`src/rtl/keypad_entry.sv`:
```
// keypad_entry: 4x4 matrix keypad scanner with debounce. Builds two 16-bit hex
// operands (A, then B) and hands them to the FP MAC block together with an
// entry-phase code.
//
//   state   | meaning
//   --------+-------------------------------------------
//   ST_IDLE | 00, nothing entered yet (or just cleared)
//   ST_OP_A | 01, shifting digits into IO_1
//   ST_OP_B | 10, shifting digits into IO_2
//   ST_CALC | 11, both operands complete, digits ignored
module keypad_entry #(
  parameter int SCAN_DIV     = 25000,
  parameter int DEBOUNCE_CNT = 10
) (
  input  logic        clock,
  input  logic        reset,
  input  logic [3:0]  row,
  input  logic        btn_clear,
  output logic [3:0]  col,
  output logic [15:0] IO_1,
  output logic [15:0] IO_2,
  output logic [1:0]  current_state,
  output logic        key_valid,
  output logic [3:0]  key_code,
  output logic [1:0]  digit_count
);
  localparam int SW = (SCAN_DIV > 1) ? $clog2(SCAN_DIV) : 1;
  localparam int DW = $clog2(DEBOUNCE_CNT + 1);

  // Scan result = {kind, code}; code is only meaningful for RES_KEY.
  localparam logic [1:0] RES_NONE  = 2'd0;
  localparam logic [1:0] RES_KEY   = 2'd1;
  localparam logic [1:0] RES_MULTI = 2'd2;

  typedef enum logic [1:0] {
    ST_IDLE = 2'b00,
    ST_OP_A = 2'b01,
    ST_OP_B = 2'b10,
    ST_CALC = 2'b11
  } state_t;

  function automatic logic [3:0] key_map(input logic [1:0] r, input logic [1:0] c);
    case ({r, c})
      4'b0000: key_map = 4'h1;
      4'b0001: key_map = 4'h2;
      4'b0010: key_map = 4'h3;
      4'b0011: key_map = 4'hA;
      4'b0100: key_map = 4'h4;
      4'b0101: key_map = 4'h5;
      4'b0110: key_map = 4'h6;
      4'b0111: key_map = 4'hB;
      4'b1000: key_map = 4'h7;
      4'b1001: key_map = 4'h8;
      4'b1010: key_map = 4'h9;
      4'b1011: key_map = 4'hC;
      4'b1100: key_map = 4'hE;
      4'b1101: key_map = 4'h0;
      4'b1110: key_map = 4'hF;
      default: key_map = 4'hD;
    endcase
  endfunction

  logic [SW-1:0] scan_cnt;
  logic [1:0]    col_idx;
  logic [3:0]    row_s1, row_s2;
  logic          sample, scan_done;
  logic [1:0]    acc_hits, col_hits, tot_hits;
  logic [3:0]    acc_code, col_code, tot_code;
  logic [2:0]    hit_sum;
  logic [5:0]    scan_res, prev_res, deb_res;
  logic [DW-1:0] stable_cnt, stable_next;
  logic          settle, press;
  state_t        state, state_next;
  logic [15:0]   io1_next, io2_next;
  logic [1:0]    dc_next;

  // Sample point is the terminal count of the dwell down-counter.
  assign sample    = (scan_cnt == '0);
  assign scan_done = sample && (col_idx == 2'd3);
  assign col       = ~(4'b0001 << col_idx);

  // Column dwell timer and column index.
  always_ff @(posedge clock) begin
    if (reset) begin
      scan_cnt <= SW'(SCAN_DIV - 1);
      col_idx  <= 2'd0;
    end else if (sample) begin
      scan_cnt <= SW'(SCAN_DIV - 1);
      col_idx  <= col_idx + 2'd1;
    end else begin
      scan_cnt <= scan_cnt - SW'(1);
    end
  end

  // Two-flop synchronizer for the asynchronous row lines; idle level is all-high.
  always_ff @(posedge clock) begin
    if (reset) begin
      row_s1 <= 4'hF;
      row_s2 <= 4'hF;
    end else begin
      row_s1 <= row;
      row_s2 <= row_s1;
    end
  end

  // Closed switches in the currently driven column (hit count saturates at 2).
  always_comb begin
    col_hits = 2'd0;
    col_code = 4'h0;
    for (int r = 0; r < 4; r++) begin
      if (!row_s2[r]) begin
        col_code = key_map(2'(r), col_idx);
        if (col_hits != 2'd2) col_hits = col_hits + 2'd1;
      end
    end
  end

  // Merge this column into the running scan totals and classify the full scan.
  always_comb begin
    hit_sum  = {1'b0, acc_hits} + {1'b0, col_hits};
    tot_hits = (hit_sum >= 3'd2) ? 2'd2 : hit_sum[1:0];
    tot_code = (col_hits != 2'd0) ? col_code : acc_code;
    case (tot_hits)
      2'd0:    scan_res = {RES_NONE, 4'h0};
      2'd1:    scan_res = {RES_KEY, tot_code};
      default: scan_res = {RES_MULTI, 4'h0};
    endcase
  end

  // Per-scan accumulator, restarted after column 3 is folded in.
  always_ff @(posedge clock) begin
    if (reset) begin
      acc_hits <= 2'd0;
      acc_code <= 4'h0;
    end else if (sample) begin
      acc_hits <= (col_idx == 2'd3) ? 2'd0 : tot_hits;
      acc_code <= (col_idx == 2'd3) ? 4'h0 : tot_code;
    end
  end

  assign stable_next = (scan_res != prev_res)                ? DW'(1) :
                       (stable_cnt == DW'(DEBOUNCE_CNT))     ? stable_cnt :
                                                               stable_cnt + DW'(1);
  assign settle = (stable_next == DW'(DEBOUNCE_CNT)) && (scan_res[5:4] != RES_MULTI);
  // Only a release-to-key transition counts; key-to-key rollover is silent.
  assign press  = scan_done && settle && (deb_res[5:4] == RES_NONE) &&
                  (scan_res[5:4] == RES_KEY);

  // Debounce: run length of identical scans and the debounced key state.
  always_ff @(posedge clock) begin
    if (reset) begin
      prev_res   <= {RES_NONE, 4'h0};
      stable_cnt <= '0;
      deb_res    <= {RES_NONE, 4'h0};
    end else if (scan_done) begin
      prev_res   <= scan_res;
      stable_cnt <= stable_next;
      if (settle) deb_res <= scan_res;
    end
  end

  // Press event pulse and held key code, reported in every entry state.
  always_ff @(posedge clock) begin
    if (reset) begin
      key_valid <= 1'b0;
      key_code  <= 4'h0;
    end else begin
      key_valid <= press;
      if (press) key_code <= scan_res[3:0];
    end
  end

  // Entry FSM state and operand registers.
  always_ff @(posedge clock) begin
    if (reset) begin
      state       <= ST_IDLE;
      IO_1        <= 16'h0000;
      IO_2        <= 16'h0000;
      digit_count <= 2'd0;
    end else begin
      state       <= state_next;
      IO_1        <= io1_next;
      IO_2        <= io2_next;
      digit_count <= dc_next;
    end
  end

  // Entry FSM next state; clear overrides a coincident digit.
  always_comb begin
    state_next = state;
    io1_next   = IO_1;
    io2_next   = IO_2;
    dc_next    = digit_count;
    if (btn_clear) begin
      state_next = ST_IDLE;
      io1_next   = 16'h0000;
      io2_next   = 16'h0000;
      dc_next    = 2'd0;
    end else if (press) begin
      case (state)
        ST_IDLE: begin
          io1_next   = {12'h000, scan_res[3:0]};
          dc_next    = 2'd1;
          state_next = ST_OP_A;
        end
        ST_OP_A: begin
          io1_next = {IO_1[11:0], scan_res[3:0]};
          dc_next  = digit_count + 2'd1;
          if (digit_count == 2'd3) state_next = ST_OP_B;
        end
        ST_OP_B: begin
          io2_next = {IO_2[11:0], scan_res[3:0]};
          dc_next  = digit_count + 2'd1;
          if (digit_count == 2'd3) state_next = ST_CALC;
        end
        default: ;
      endcase
    end
  end

  assign current_state = state;
endmodule
```
`config.mk`:
```
export PLATFORM = sky130hd
export DESIGN_NAME = keypad_entry
export DESIGN_NICKNAME = d
export VERILOG_FILES = /design/src/rtl/keypad_entry.sv
export SDC_FILE = /design/constraint.sdc
export NUM_CORES = 1
export LEC_CHECK = 0
export CAP_MARGIN = 30
export CORE_MARGIN = 3
export CORE_UTILIZATION = 55
export CTS_BUF_LIST = sky130_fd_sc_hd__clkbuf_4 sky130_fd_sc_hd__clkbuf_8 sky130_fd_sc_hd__clkbuf_16
export CTS_CLUSTER_DIAMETER = 150
export DETAILED_ROUTE_END_ITERATION = 16
export HOLD_SLACK_MARGIN = 0.05
export PLACE_DENSITY = 0.79
export SLEW_MARGIN = 20
export SYNTH_ARGS = -nofsm -noshare
export SYNTH_HDL_FRONTEND = slang
export SYNTH_SLANG_ARGS = --single-unit
```
`constraint.sdc`:
```
create_clock -name clock -period 5.4 [get_ports clock]
set_input_delay 1.08 -clock clock [delete_from_list [all_inputs] [get_ports clock]]
set_output_delay 1.08 -clock clock [all_outputs]
set_load 0.02 [all_outputs]
```
; ---- After elaboration in Yosys (flattened, before gate mapping)
; Index checks and enable logic that the tools add are counted.
[word_totals]
register_bits = 88
input_bits = 7
output_inout_bits = 45
wordCells = 92
[op_classes]
n_addsub = 8
n_lt_le_gt_ge = 1
n_eq_ne = 17
shifts = 1
muxes = 27
n_bitwise = 1
reduce_logical = 22
[op_table]
columns = operator, count
row1 = case mux 4 bit (4 select lines), 3
row2 = 2-to-1 mux 4 bit, 8
row3 = case mux 16 bit (2 select lines), 1
row4 = 2-to-1 mux 2 bit, 10
row5 = zero test 15 bit, 1
row6 = "subtractor 15 x 1 -> 15 bit, second input constant", 1
row7 = "inequality test 2 bit, second input constant", 6
row8 = case mux 4 bit (3 select lines), 1
row9 = case mux 6 bit (2 select lines), 1
row10 = "adder 2 x 1 -> 2 bit, second input constant", 5
row11 = "== test 2 x 1 -> 1 bit, second input constant", 4
row12 = "== test 2 bit, second input constant", 4
row13 = "== test 4 bit, second input constant", 2
row14 = zero test 2 bit, 4
row15 = AND reduction 2 bit, 4
row16 = inequality test 6 bit, 1
row17 = case mux 2 bit (3 select lines), 1
row18 = nonzero test 2 bit, 3
row19 = OR reduction 2 bit, 3
row20 = logical AND 1 bit, 5
row21 = "adder 4 x 1 -> 4 bit, second input constant", 1
row22 = NOT 4 bit, 1
row23 = case mux 2 bit (2 select lines), 1
row24 = AND reduction 4 bit, 1
row25 = other kinds (5), 5

; ---- Logic depth before layout (Yosys ltp)
; Gate-level depths: netlist of the first run.
[depth]
ltp_word = 23
mapped_depth = 20
depth_no_buf = 19

; ---- Least setup slack after synthesis of the first run
; OpenSTA, ideal clock, no wires.
[synth_path]
kind = reg-to-reg
from = register row_s2[0]
to = register IO_2[6]
setup_ps = 72
t_arrival_ps = 3994
required_time_ps = 5328
path_slack_ps = 1334
stages_incl_launch_ff = 18
path_buffers = 2
period_less_slack_ps = 4066
path_cell_list = dfxtp_1 > ha_1 > or2_1 > and2_1 > ha_1 > nor2_1 > a31oi_2 > inv_1 > fa_1 > nand3_1 > clkbuf_1 > a2111o_1 > and3_1 > a211oi_4 > nand3_1 > nor2_4 > buf_6 > mux2i_1
[synth_via]
elab_chain_len = 23
elab_cells_between_ends = 35
classes_between = add/sub: 4 / order compare: 1 / eq/ne: 8 / mux: 15 / reduce/logical: 7
[synth_rtl]
columns = item, line
row1 = "start, declared", 65  ; logic [3:0] row_s1, row_s2;
row2 = "start signal, assigned", 102  ; row_s2 <= row_s1;
row3 = 2-to-1 mux 1 bit, 111  ; if (!row_s2[r]) begin
row4 = adder 2 x 1 -> 2 bit / inequality test 2 bit (equally long branches), 113  ; if (col_hits != 2'd2) col_hits = col_hits + 2'd1;
row5 = 2-to-1 mux 2 bit, 113
row6 = 2-to-1 mux 2 bit, 111
row7 = adder 2 x 1 -> 2 bit / inequality test 2 bit (equally long branches), 113
row8 = 2-to-1 mux 2 bit, 113
row9 = 2-to-1 mux 2 bit, 111
row10 = adder 2 x 1 -> 2 bit / inequality test 2 bit (equally long branches), 113
row11 = [6 not listed], --
row12 = case mux 6 bit (2 select lines) (*), 123  ; case (tot_hits)
row13 = inequality test 6 bit, 141  ; assign stable_next = (scan_res != prev_res) ? DW'(1) :
row14 = 2-to-1 mux 4 bit, 141
row15 = == test 4 bit, 144  ; assign settle = (stable_next == DW'(DEBOUNCE_CNT)) && (scan_res[5:4] != RES_MULTI);
row16 = logical AND 1 bit, 144
row17 = logical AND 1 bit (2 in series), 146  ; assign press = scan_done && settle && (deb_res[5:4] == RES_NONE) &&
row18 = logical AND 1 bit (*), 146
row19 = AND reduction 2 bit (no source line) (*), --
row20 = "end signal, assigned", 183  ; IO_2 <= io2_next;
row21 = "end, declared", 21  ; output logic [15:0] IO_2,
; Mark *: on every way between the ends. The rest lies on a longest branch, timed or not.
; A chain may end at the register's enable or synchronous reset.

; ---- Final worst setup path of the first run
[layout_path]
from = register row_s2[0]
to = register IO_2[2]
[layout_via]
elab_chain_len = 23
elab_cells_between_ends = 35
classes_between = add/sub: 4 / order compare: 1 / eq/ne: 8 / mux: 15 / reduce/logical: 7
[layout_rtl]
columns = item, line
row1 = 2-to-1 mux 1 bit, 111
row2 = adder 2 x 1 -> 2 bit / inequality test 2 bit (equally long branches), 113
row3 = 2-to-1 mux 2 bit, 113
row4 = 2-to-1 mux 2 bit, 111
row5 = adder 2 x 1 -> 2 bit / inequality test 2 bit (equally long branches), 113
row6 = 2-to-1 mux 2 bit, 113
row7 = 2-to-1 mux 2 bit, 111
row8 = adder 2 x 1 -> 2 bit / inequality test 2 bit (equally long branches), 113
row9 = [5 not listed], --
row10 = == test 2 x 1 -> 1 bit / zero test 2 bit (equally long branches), 123
row11 = case mux 6 bit (2 select lines) (*), 123
row12 = inequality test 6 bit, 141
row13 = 2-to-1 mux 4 bit, 141
row14 = == test 4 bit, 144
row15 = logical AND 1 bit, 144
row16 = logical AND 1 bit (3 in series), 146
row17 = AND reduction 2 bit (no source line), --
; Marks and branches as above.

==> out/results.tsv, run 1 <==
stage	metric	value	unit
global_route	track_usage	0.216	
drt	ant_nets	0	
clocking	post_cts.repair.setup_buffers	0	
setup_path	required	5.69	ns
global_route	antenna_found_initial	0	
placement	dpl_cell_area	0.00459	sq mm
synth	synth-async-reset-ratio	0	
min_path	hold_path_depth	1	
drt	drtIter0Drc	293	
synth	synth-main-ff-cell	dfxtp_1	
synth	synth_seq_cells	84	
synth	syn_inst	453	
placement	place.gp.congestion	0.888	
synth	synthMuxAreaShare	0.0720	
clocking	cts_hold_buf	0	
die	ioPinCount	52	
synth	yosys.area_share.adder	0.0640	
sta	tightest_slew	0.799	ns
clocking	cts_tree	yes	
drt	dr_total_vias	3393	
placement	portBuffers	51	
layout	drive_above_1_share	0.0896	
synth	synth_area	0.00403	sq mm
global_route	grt_pass1_vias	3174	
clocking	htreeDepth	3	
die	core	0.00694	sq mm
drt	drc	0	
layout	fin_area	0.00480	sq mm
flow_run	max_cap_viol_count	0	
clocking	cts_max_path_buffers	2	
setup_path	crit_type	reg -> reg	
die	die_x	91.6	microns
setup_path	rr_worst_depth	17	
drt	drt_wl_total	8780	microns
setup_path	arrival	5.16	ns
drt	dr.pass1.iters	5	
layout	ff_latch_area	0.00168	sq mm
clocking	cts_root_buf	clkbuf_8	
layout	nFillCells	544	
synth	avgSynthCellArea	8.90	sq um
synth	synth.area.top_cells	dfxtp_1 42%, mux2i_1 7.2%, ha_1 5.9%	
synth	ys_warn_count	0	
sta	hold_violations	0	
outcome	status	completed	
synth	synth_cell_types	62	
synth	synth_top_area_cell	dfxtp_1	
global_route	grt_overflow_total	0	
placement	post-place-ws	0.589	ns
die	dieArea	0.00839	sq mm
sta	fin_tns_setup	0	ns
drt	via_per_inst	5.67	
sta	whs	0.412	ns
power	ir_drop	0.155	mV
synth	yosysTopAreaCellShare	0.417	
synth	yosys.area_share.simple	0.225	
sta	rsz0062_at_grt	no	
synth	yosysSeqAreaShare	0.417	
setup_path	worstSetupStartpointType	flip-flop	
sta	fin_crit_sh	0.901	
sta	slew-limit-headroom	0.467	
setup_path	crit_fanout	16	
power	p_per_area	248	mW/mm^2
sta	setup_viol	0	
die	fp-row-count	30	
layout	nets	524	
clocking	clk-insertion-delay-late	0.36	ns
layout	diodes	0	
synth	synth_compound_area_frac	0.141	
layout	finalNonFillerCells	598	
drt	detail_route.wl_per_cell	14.7	microns
clocking	cts_resized	0	
global_route	grt_start_max_net_pins	27	
synth	synth_xor_area_frac	0.0326	
synth	synth-edff-count	0	
die	start_util	0.580	
min_path	hp-class	reg -> reg	
power	p_leak	1.69	nW
synth	synth_top_family_by_area	simple AND/OR/NAND/NOR gates	
die	die_y	91.6	microns
clocking	clock_sinks	84	
synth	synth_nets	480	
placement	dp_cells	581	
sta	setup_slack	0.534	ns
clocking	clk_pin_slew	0.09	ns
placement	hpwl	6350	microns
sta	fmax	205	MHz
clocking	cts_buffers	9	
layout	multiInputGateArea	0.00216	sq mm
layout	syn2layout_area_growth	19.2	%
sta	skew	0.0107	ns
sta	finalMaxSlewViolations	0	
sta	period_needed	4.87	ns
setup_path	endpoint_kind	flip-flop	
global_route	grt_pass1_wl	14900	microns
==> worst paths after layout <==
path,from,to,slack [ns]
max,row_s2[0]$_SDFF_PP1_,IO_2[2]$_SDFFE_PP0P_,0.53
min,row_s1[2]$_SDFF_PP1_,row_s2[2]$_SDFF_PP1_,0.41
max reg2reg,row_s2[0]$_SDFF_PP1_,IO_2[2]$_SDFFE_PP0P_,0.53
min reg2reg,row_s1[2]$_SDFF_PP1_,row_s2[2]$_SDFF_PP1_,0.41
==> stage by stage <==
stage          power, W   util
5_1_grt         0.00124  0.692
4_1_cts         0.00120  0.691
3_3_place_gp   0.000734  0.660
3_5_place_dp   0.000737  0.661
6_report        0.00119  0.692
2_1_floorplan  0.000714      -
==> cell usage after synthesis, types with 2 or more instances <==
library cell and number:
nor3_1 7, a21o_1 2, a311oi_1 4, buf_4 2, clkbuf_1 15, dfxtp_1 84, ha_1 19, xor2_1 4
o21ai_0 5, o2bb2ai_1 3, mux2i_1 29, nand3b_1 3, a21oi_1 28, nor2_1 37, o211ai_1 3, nand3_1 20
or2_2 9, o311a_1 2, buf_6 2, inv_1 18, nand2b_1 4, and3_1 3, a31oi_1 5, a2111o_1 2
and2_1 3, nor2b_1 4, or4_1 2, a211oi_1 2, and4_1 2, or3_1 7, xnor2_1 11, o21ai_1 17
and3b_1 2, nand2_1 50, buf_2 6, nor4_1 6, nand4_1 6
==> cell families after synthesis <==
kind of cell               Yosys count
AOI/OAI and AO/OA                   86
and+or+nand+nor                    175
muxes                               29
adders and majority gates           20
buffers and inverters               44
xor gates and xnor gates            15
DFF                                 84
==> worst max-delay path, cell delays in order, from the launching register on <==
cell and delay [ns]:
dfxtp_1 0.41, inv_1 0.06, ha_1 0.29, mux2i_1 0.20
ha_1 0.18, nor2_1 0.04, a21o_2 0.26, inv_2 0.09
ha_1 0.14, inv_1 0.04, fa_1 0.62, nand3_1 0.35
a2111o_1 0.53, a211o_1 0.31, a211oi_4 0.36, nand3_1 0.18
nor2_4 0.48, mux2i_1 0.25
==> cell usage in the layout (no fill, tap or decap), drive strengths merged, types with 4 or more instances in the layout <==
| cell type | count |
|---|---|
| dfxtp | 84 |
| clkdlybuf4s50 | 51 |
| nand2 | 51 |
| nor2 | 39 |
| mux2i | 29 |
| a21oi | 28 |
| o21ai | 22 |
| inv | 21 |
| nand3 | 20 |
| ha | 19 |
| xnor2 | 11 |
| clkbuf | 11 |
| or2 | 10 |
| or3 | 7 |
| nor3 | 7 |
| nor4 | 6 |
| nand4 | 6 |
| buf | 6 |
| a31oi | 6 |
| nand2b | 4 |
| xor2 | 4 |
| nor2b | 4 |
| a311oi | 4 |
==> report_power, final <==
part | switching [W] | internal (W) | total [W]
registers | 0.00000521 | 0.000624 | 0.000629
clock network | 0.000239 | 0.000229 | 0.000468
logic | 0.0000628 | 0.0000332 | 0.0000960
==> state kept, by name (all words and copies together), names as in the netlist, 6 cells and up <==
name      count
IO_2         16
IO_1         16
prev_res      6
scan_cnt     15
==> final cells by class <==
class / instances / share of cell area
multi-input combinational: 325 / 0.450
tap: 96 / 0.0250
clock buffer: 10 / 0.0286
sequential: 84 / 0.350
clock inverter: 6 / 0.0146
timing repair buffer: 58 / 0.117
inverter: 19 / 0.0148
==> routing by layer <==
| metal | up-vias | wire (microns) | global-route usage |
|---|---|---|---|
| li1 | 1679 | - | - |
| met5 | - | 0 | 0 |
| met4 | 0 | 177 | 0.0892 |
| met2 | 95 | 4160 | 0.337 |
| met1 | 1600 | 4000 | 0.287 |
| met3 | 19 | 435 | 0.0481 |
Note: power is estimated with default switching activity, not from simulation.
==> inputs of run 2 (changes only) <==
- CORE_UTILIZATION: 55 -> 25
- HOLD_SLACK_MARGIN: 0.05 -> default
- PLACE_DENSITY: 0.79 -> default
==> run 2 against run 1 <==
Effect of this change:
- final cell count up 19%
- die area up 110%
- non-clock buffer count up 1
- flip-flop and latch count unchanged
- critical path depth up 1
- critical path type unchanged
- combinational power up 2.3%
- core utilization down 37 points
==> out/results.tsv, run 2 (synthesized netlist as in run 1, its figures left out) <==
stage	metric	value	unit	change
sta	fmax	210	MHz	+2.1%
power	comb_power_share	0.073		-0.007
power	ir_drop	0.134	mV	-13%
sta	fin_tns_setup	0	ns	unchanged
layout	diodes	0		unchanged
sta	setup_viol	0		unchanged
clocking	clock_sinks	84		unchanged
setup_path	r2r-start	row_s2[0]$_SDFF_PP1_		
layout	nets	525		+0.19%
sta	whs	0.412	ns	+0.0000170 ns
setup_path	crit_type	reg -> reg		
die	fp-row-count	45		+50%
outcome	status	completed		
clocking	cts_max_path_buffers	2		unchanged
power	p_sw_frac	0.234		-0.0235
global_route	grt_overflow_total	0		unchanged
layout	drive_above_1_share	0.0915		+0.00181
setup_path	startpoint	row_s2[0]$_SDFF_PP1_		
die	start_util	0.260		-0.320
setup_path	arrival	5.03	ns	-0.13 ns
clocking	clk_pin_slew	0.06	ns	-0.03 ns
sta	hold_violations	0		unchanged
die	core	0.0155	sq mm	+120%
layout	fin_util	0.327		-0.365
min_path	hp-class	reg -> reg		
setup_path	worstSetupStartpointType	flip-flop		
power	p_seq_frac	0.466		-0.061
placement	portBuffers	51		unchanged
sta	skew	0.00486	ns	-0.00585 ns
layout	final_cell_mix	84 x dfxtp_1, 51 x clkdlybuf4s50_1, 50 x nand2_1, 37 x nor2_1, 29 x mux2i_1		
setup_path	cp_slowest_stage_delay	0.61	ns	about the same
sta	period_needed	4.77	ns	-0.0997 ns
clocking	cts_tree	yes		
drt	drt_wl_total	9410	microns	+7.2%
sta	fin_crit_sh	0.883		-0.0185
die	dieArea	0.0177	sq mm	+110%
drt	dr_total_vias	3298		-2.8%
power	power.switching	0.000316	W	+2.9%
global_route	grt_pass1_vias	3201		+0.85%
placement	place.gp.congestion	0.819		-7.7%
clocking	cts_resized	0		unchanged
placement	hpwl	6960	microns	+9.4%
die	ioPinCount	52		unchanged
power	p_int	0.00104	W	+17%
drt	dr.pass1.iters	4		-1
clocking	post_cts.repair.setup_buffers	0		unchanged
clocking	htreeDepth	3		unchanged
flow_run	max_cap_viol_count	0		unchanged
setup_path	slowest_stage	fa_1		
sta	tightest_slew	0.794	ns	-0.00574 ns
global_route	antenna_found_initial	0		unchanged
layout	final_common_cell	dfxtp_1		
drt	detail_route.wl_per_cell	13.2	microns	-10%
clocking	clk-insertion-delay-late	0.33	ns	-0.03 ns
layout	syn2layout_area_growth	25.5	%	
clocking	cts_hold_buf	0		unchanged
setup_path	crit_fanout	16		unchanged
sta	rsz0062_at_grt	no		
global_route	track_usage	0.106		-0.110
setup_path	path_cells	inv_1 -> ha_1 -> mux2i_1 -> ha_1 -> nor2_1 -> a21o_2 -> inv_2 -> ha_1 -> inv_1 -> fa_1 -> nand3_1 -> buf_4 -> a2111o_1 -> a211o_1 -> a211oi_4 -> nand3_1 -> nor2_4 -> mux2i_1		
setup_path	endpoint_kind	flip-flop		
power	p_leak	1.74	nW	+3.0%
drt	ant_nets	0		unchanged
drt	via_per_inst	4.62		-19%
die	die_x	133	microns	+45%
clocking	cts_buffers	9		unchanged
sta	finalMaxSlewViolations	0		unchanged
global_route	grt_pass1_wl	15600	microns	+5.0%
sta	slew-limit-headroom	0.471		+0.00383
die	die_y	133	microns	+45%
global_route	grt_start_max_net_pins	36		+33%
power	clkPwrFrac	0.461		+0.069
layout	reg_top3	IO_1 x16, IO_2 x16, scan_cnt x15		
drt	drtIter0Drc	165		-44%
drt	drc	0		unchanged
min_path	min-delay-start	row_s1[3]$_SDFF_PP1_		
clocking	cts_root_buf	clkbuf_16		
power	p_per_area	267	mW/mm^2	+7.6%
setup_path	crit_top_cell	ha_1		
setup_path	required	5.66	ns	-0.03 ns
run 2: cell types whose count changed in the layout (fill, tap and decap cells not counted):
cell       previous run  this run
buf_4                 6         8
clkbuf_16             0         9
clkbuf_8             10         1
clkinv_4              0         1
inv_6                 2         0
run 2: path summary, 6_finish.rpt:
path | endpoint | slack [ns] | cells past startpoint
worst min-delay path | row_s2[3]$_SDFF_PP1_ | 0.41 | 1
worst max register to register | IO_2[11]$_SDFFE_PP0P_ | 0.63 | 18
worst min register to register | row_s2[3]$_SDFF_PP1_ | 0.41 | 1
worst max-delay path | IO_2[11]$_SDFFE_PP0P_ | 0.63 | 18
run 2: final cells by class:
| type | count | area [sq um] |
|---|---|---|
| Tap cell | 211 | 264 |
| Multi-Input combinational cell | 325 | 2160 |
| Inverter | 19 | 71.3 |
| Clock inverter | 5 | 61.3 |
| Clock buffer | 11 | 246 |
| Timing Repair Buffer | 59 | 571 |
| Fill cell | 1613 | 10400 |
| Sequential cell | 84 | 1680 |
run 2: power by group through the flow:
stage,registers (W),clock network (W),logic [W]
3_5_place_dp,0.000644,0,0.0000976
4_1_cts,0.000630,0.000638,0.0000982
6_report,0.000630,0.000623,0.0000982
5_1_grt,0.000630,0.000662,0.000108
3_3_place_gp,0.000643,0,0.0000947
2_1_floorplan,0.000641,0,0.0000724
run 2: through the flow:
stage	worst slack, ns	total power [W]	cell area (sq um)	instances
after detailed placement	0.670	0.000741	4750	698
after CTS	0.641	0.00137	5060	714
after global placement	0.870	0.000738	4740	697
after floorplan	1.33	0.000714	4030	453
final	0.633	0.00135	5060	714
after global routing	0.273	0.00140	5060	714
run 2: per-layer routing:
metal	track usage	up-vias	share of wire
met5	0	-	0
met4	0.0358	0	0.016
met3	0.0338	18	0.051
met2	0.172	57	0.47
met1	0.133	1548	0.47
li1	-	1675	-
run 2: worst max-delay path, delay by kind of cell, from the launching register on:
family / cells / cell delay [ns]
flops: 1 / 0.43
buf+inv: 4 / 0.38
fa+ha+maj: 4 / 1.23
simple gates: 4 / 0.82
mux: 2 / 0.48
compound gates: 4 / 1.35
==> inputs of run 3 (changes only) <==
- RECOVER_POWER: default -> 25
- SLEW_MARGIN: 20 -> default
==> run 3 against run 2 <==
Effect of this change:
- the run now ends with max-capacitance violations, max-slew violations left
- via count increased by 0.12%
- clock power about the same
- critical path type unchanged
- setup slack improved by 0.0045 ns
- final cell count stayed put
- power barely moved
- sequential share of layout area hardly changed
- global-route usage unchanged
- worst hold slack is essentially flat
- flip-flop and latch count is the same
- clock-buffer cell count did not move
- maximum frequency is essentially flat
==> out/results.tsv, run 3 (synthesized netlist as in run 1, its figures left out) <==
stage	metric	value	unit	change
outcome	status	finished, violations left		
outcome	violations	max-capacitance violations, max-slew violations		
sta	skew	0.00511	ns	+0.000251 ns
clocking	clk-insertion-delay-late	0.34	ns	about the same
setup_path	cp_slowest_stage_delay	0.61	ns	about the same
setup_path	crit_fanout	16		unchanged
sta	slew-limit-headroom	-0.00440		-0.475
layout	syn2layout_area_growth	25.3	%	
sta	finalMaxSlewViolations	35		+35
drt	ant_nets	0		unchanged
drt	drc	0		unchanged
setup_path	required	5.66	ns	about the same
clocking	clk_pin_slew	0.06	ns	about the same
clocking	cts_root_buf	clkbuf_16		
die	dieArea	0.0177	sq mm	unchanged
layout	diodes	0		unchanged
clocking	cts_resized	0		unchanged
sta	setup_viol	0		unchanged
drt	detail_route.wl_per_cell	13.2	microns	about the same
setup_path	path_cells	inv_1 -> ha_1 -> mux2i_1 -> ha_1 -> nor2_1 -> a21o_2 -> inv_2 -> ha_1 -> inv_1 -> fa_1 -> nand3_1 -> buf_4 -> a2111o_1 -> a211o_1 -> a211oi_4 -> nand3_1 -> nor2_4 -> mux2i_1		
sta	fin_crit_sh	0.882		about the same
setup_path	crit_top_cell	ha_1		
drt	drt_wl_total	9400	microns	about the same
global_route	antenna_found_initial	0		unchanged
die	ioPinCount	52		unchanged
layout	drive_above_1_share	0.0875		-0.00398
sta	fmax	210	MHz	about the same
sta	hold_violations	0		unchanged
die	die_y	133	microns	unchanged
setup_path	arrival	5.02	ns	about the same
layout	nFillCells	1612		-0.062%
layout	final_common_cell	dfxtp_1		
setup_path	rr_worst_depth	18		unchanged
clocking	cts_hold_buf	0		unchanged
placement	portBuffers	51		unchanged
layout	final_cell_mix	84 x dfxtp_1, 50 x nand2_1, 37 x nor2_1, 34 x clkdlybuf4s50_1, 29 x mux2i_1		
drt	drtIter0Drc	169		+2.4%
setup_path	slowest_stage	fa_1		
drt	via_per_inst	4.62		+0.12%
min_path	hold_path_depth	1		unchanged
placement	hpwl	6960	microns	unchanged
global_route	grt_overflow_total	0		unchanged
layout	reg_top3	IO_1 x16, IO_2 x16, scan_cnt x15		
layout	fin_area	0.00505	sq mm	-0.15%
sta	tightest_slew	1.51	ns	+0.713 ns
setup_path	worstSetupStartpointType	flip-flop		
drt	dr_total_vias	3302		+0.12%
die	die_x	133	microns	unchanged
die	fp-row-count	45		unchanged
layout	fin_util	0.326		-0.000484
drt	dr.pass1.iters	4		unchanged
die	start_util	0.260		unchanged
sta	fin_tns_setup	0	ns	unchanged
sta	period_needed	4.76	ns	-0.00446 ns
clocking	htreeDepth	3		unchanged
global_route	track_usage	0.106		unchanged
sta	rsz0062_at_grt	no		
placement	place.gp.congestion	0.819		unchanged
flow_run	max_cap_viol_count	1		+1
placement	dpl_cell_area	0.00475	sq mm	unchanged
clocking	cts_buffers	9		unchanged
power	p_leak	1.79	nW	+2.9%
clocking	post_cts.repair.setup_buffers	0		unchanged
die	core	0.0155	sq mm	unchanged
global_route	grt_start_max_net_pins	36		unchanged
clocking	cts_max_path_buffers	2		unchanged
setup_path	endpoint_kind	flip-flop		
power	p_per_area	267	mW/mm^2	about the same
min_path	hp-class	reg -> reg		
clocking	cts_tree	yes		
global_route	grt_pass1_wl	15600	microns	unchanged
clocking	clock_sinks	84		unchanged
global_route	grt_pass1_vias	3201		unchanged
setup_path	crit_type	reg -> reg		
power	ir_drop	0.134	mV	about the same
layout	nets	525		unchanged
## run 3: changes by cell type in the layout (fill, tap and decap cells not counted)
| cell | change |
|---|---|
| buf_4 | -2 |
| clkdlybuf4s50_1 | -17 |
| clkbuf_1 | +2 |
| dlygate4sd3_1 | +17 |
## run 3: routing by layer
layer	global-route usage	up-vias	routed length, microns
met5	0	-	0
met4	0.0358	0	148
met3	0.0338	17	395
met2	0.172	53	4410
met1	0.133	1557	4450
li1	-	1675	-
## run 3: worst paths after layout
| path | startpoint | to | slack [ns] |
|---|---|---|---|
| max | row_s2[0]$_SDFF_PP1_ | IO_2[11]$_SDFFE_PP0P_ | 0.64 |
| min reg2reg | row_s1[3]$_SDFF_PP1_ | row_s2[3]$_SDFF_PP1_ | 0.41 |
| max reg2reg | row_s2[0]$_SDFF_PP1_ | IO_2[11]$_SDFFE_PP0P_ | 0.64 |
| min | row_s1[3]$_SDFF_PP1_ | row_s2[3]$_SDFF_PP1_ | 0.41 |
## run 3: stage by stage
step	setup WS [ns]	total power [W]	hold slack (ns)	cells
6_report	0.638	0.00135	0.411	714
5_1_grt	0.273	0.00140	0.428	714
4_1_cts	0.641	0.00137	0.413	714
3_5_place_dp	0.670	0.000741	0.398	698
3_3_place_gp	0.870	0.000738	0.392	697
2_1_floorplan	1.33	0.000714	0.389	453
## run 3: power by group
| part | total, W | internal, W | switching (W) |
|---|---|---|---|
| logic | 0.0000975 | 0.0000338 | 0.0000637 |
| clock network | 0.000623 | 0.000377 | 0.000246 |
| registers | 0.000630 | 0.000624 | 0.00000552 |
## run 3: area by class of cell
class                   count  area (sq um)  share of cell area
inverters                  19          71.3              0.0141
well taps                 211           264              0.0523
clock inverters             5          61.3              0.0121
clock buffers              11           246              0.0488
multi-input cells         325          2160               0.428
flip-flops and latches     84          1680               0.333
repair buffers             59           563               0.112
## run 3: worst max-delay path: cells and delay by family (launching register included)
kind,cells,cell delay (ns)
AND/OR/NAND/NOR,4,0.82
buffers and inverters,4,0.38
multiplexers,2,0.48
flip-flops,1,0.42
AO/OA/AOI/OAI,4,1.35
adder cells (fa/ha/maj),4,1.23
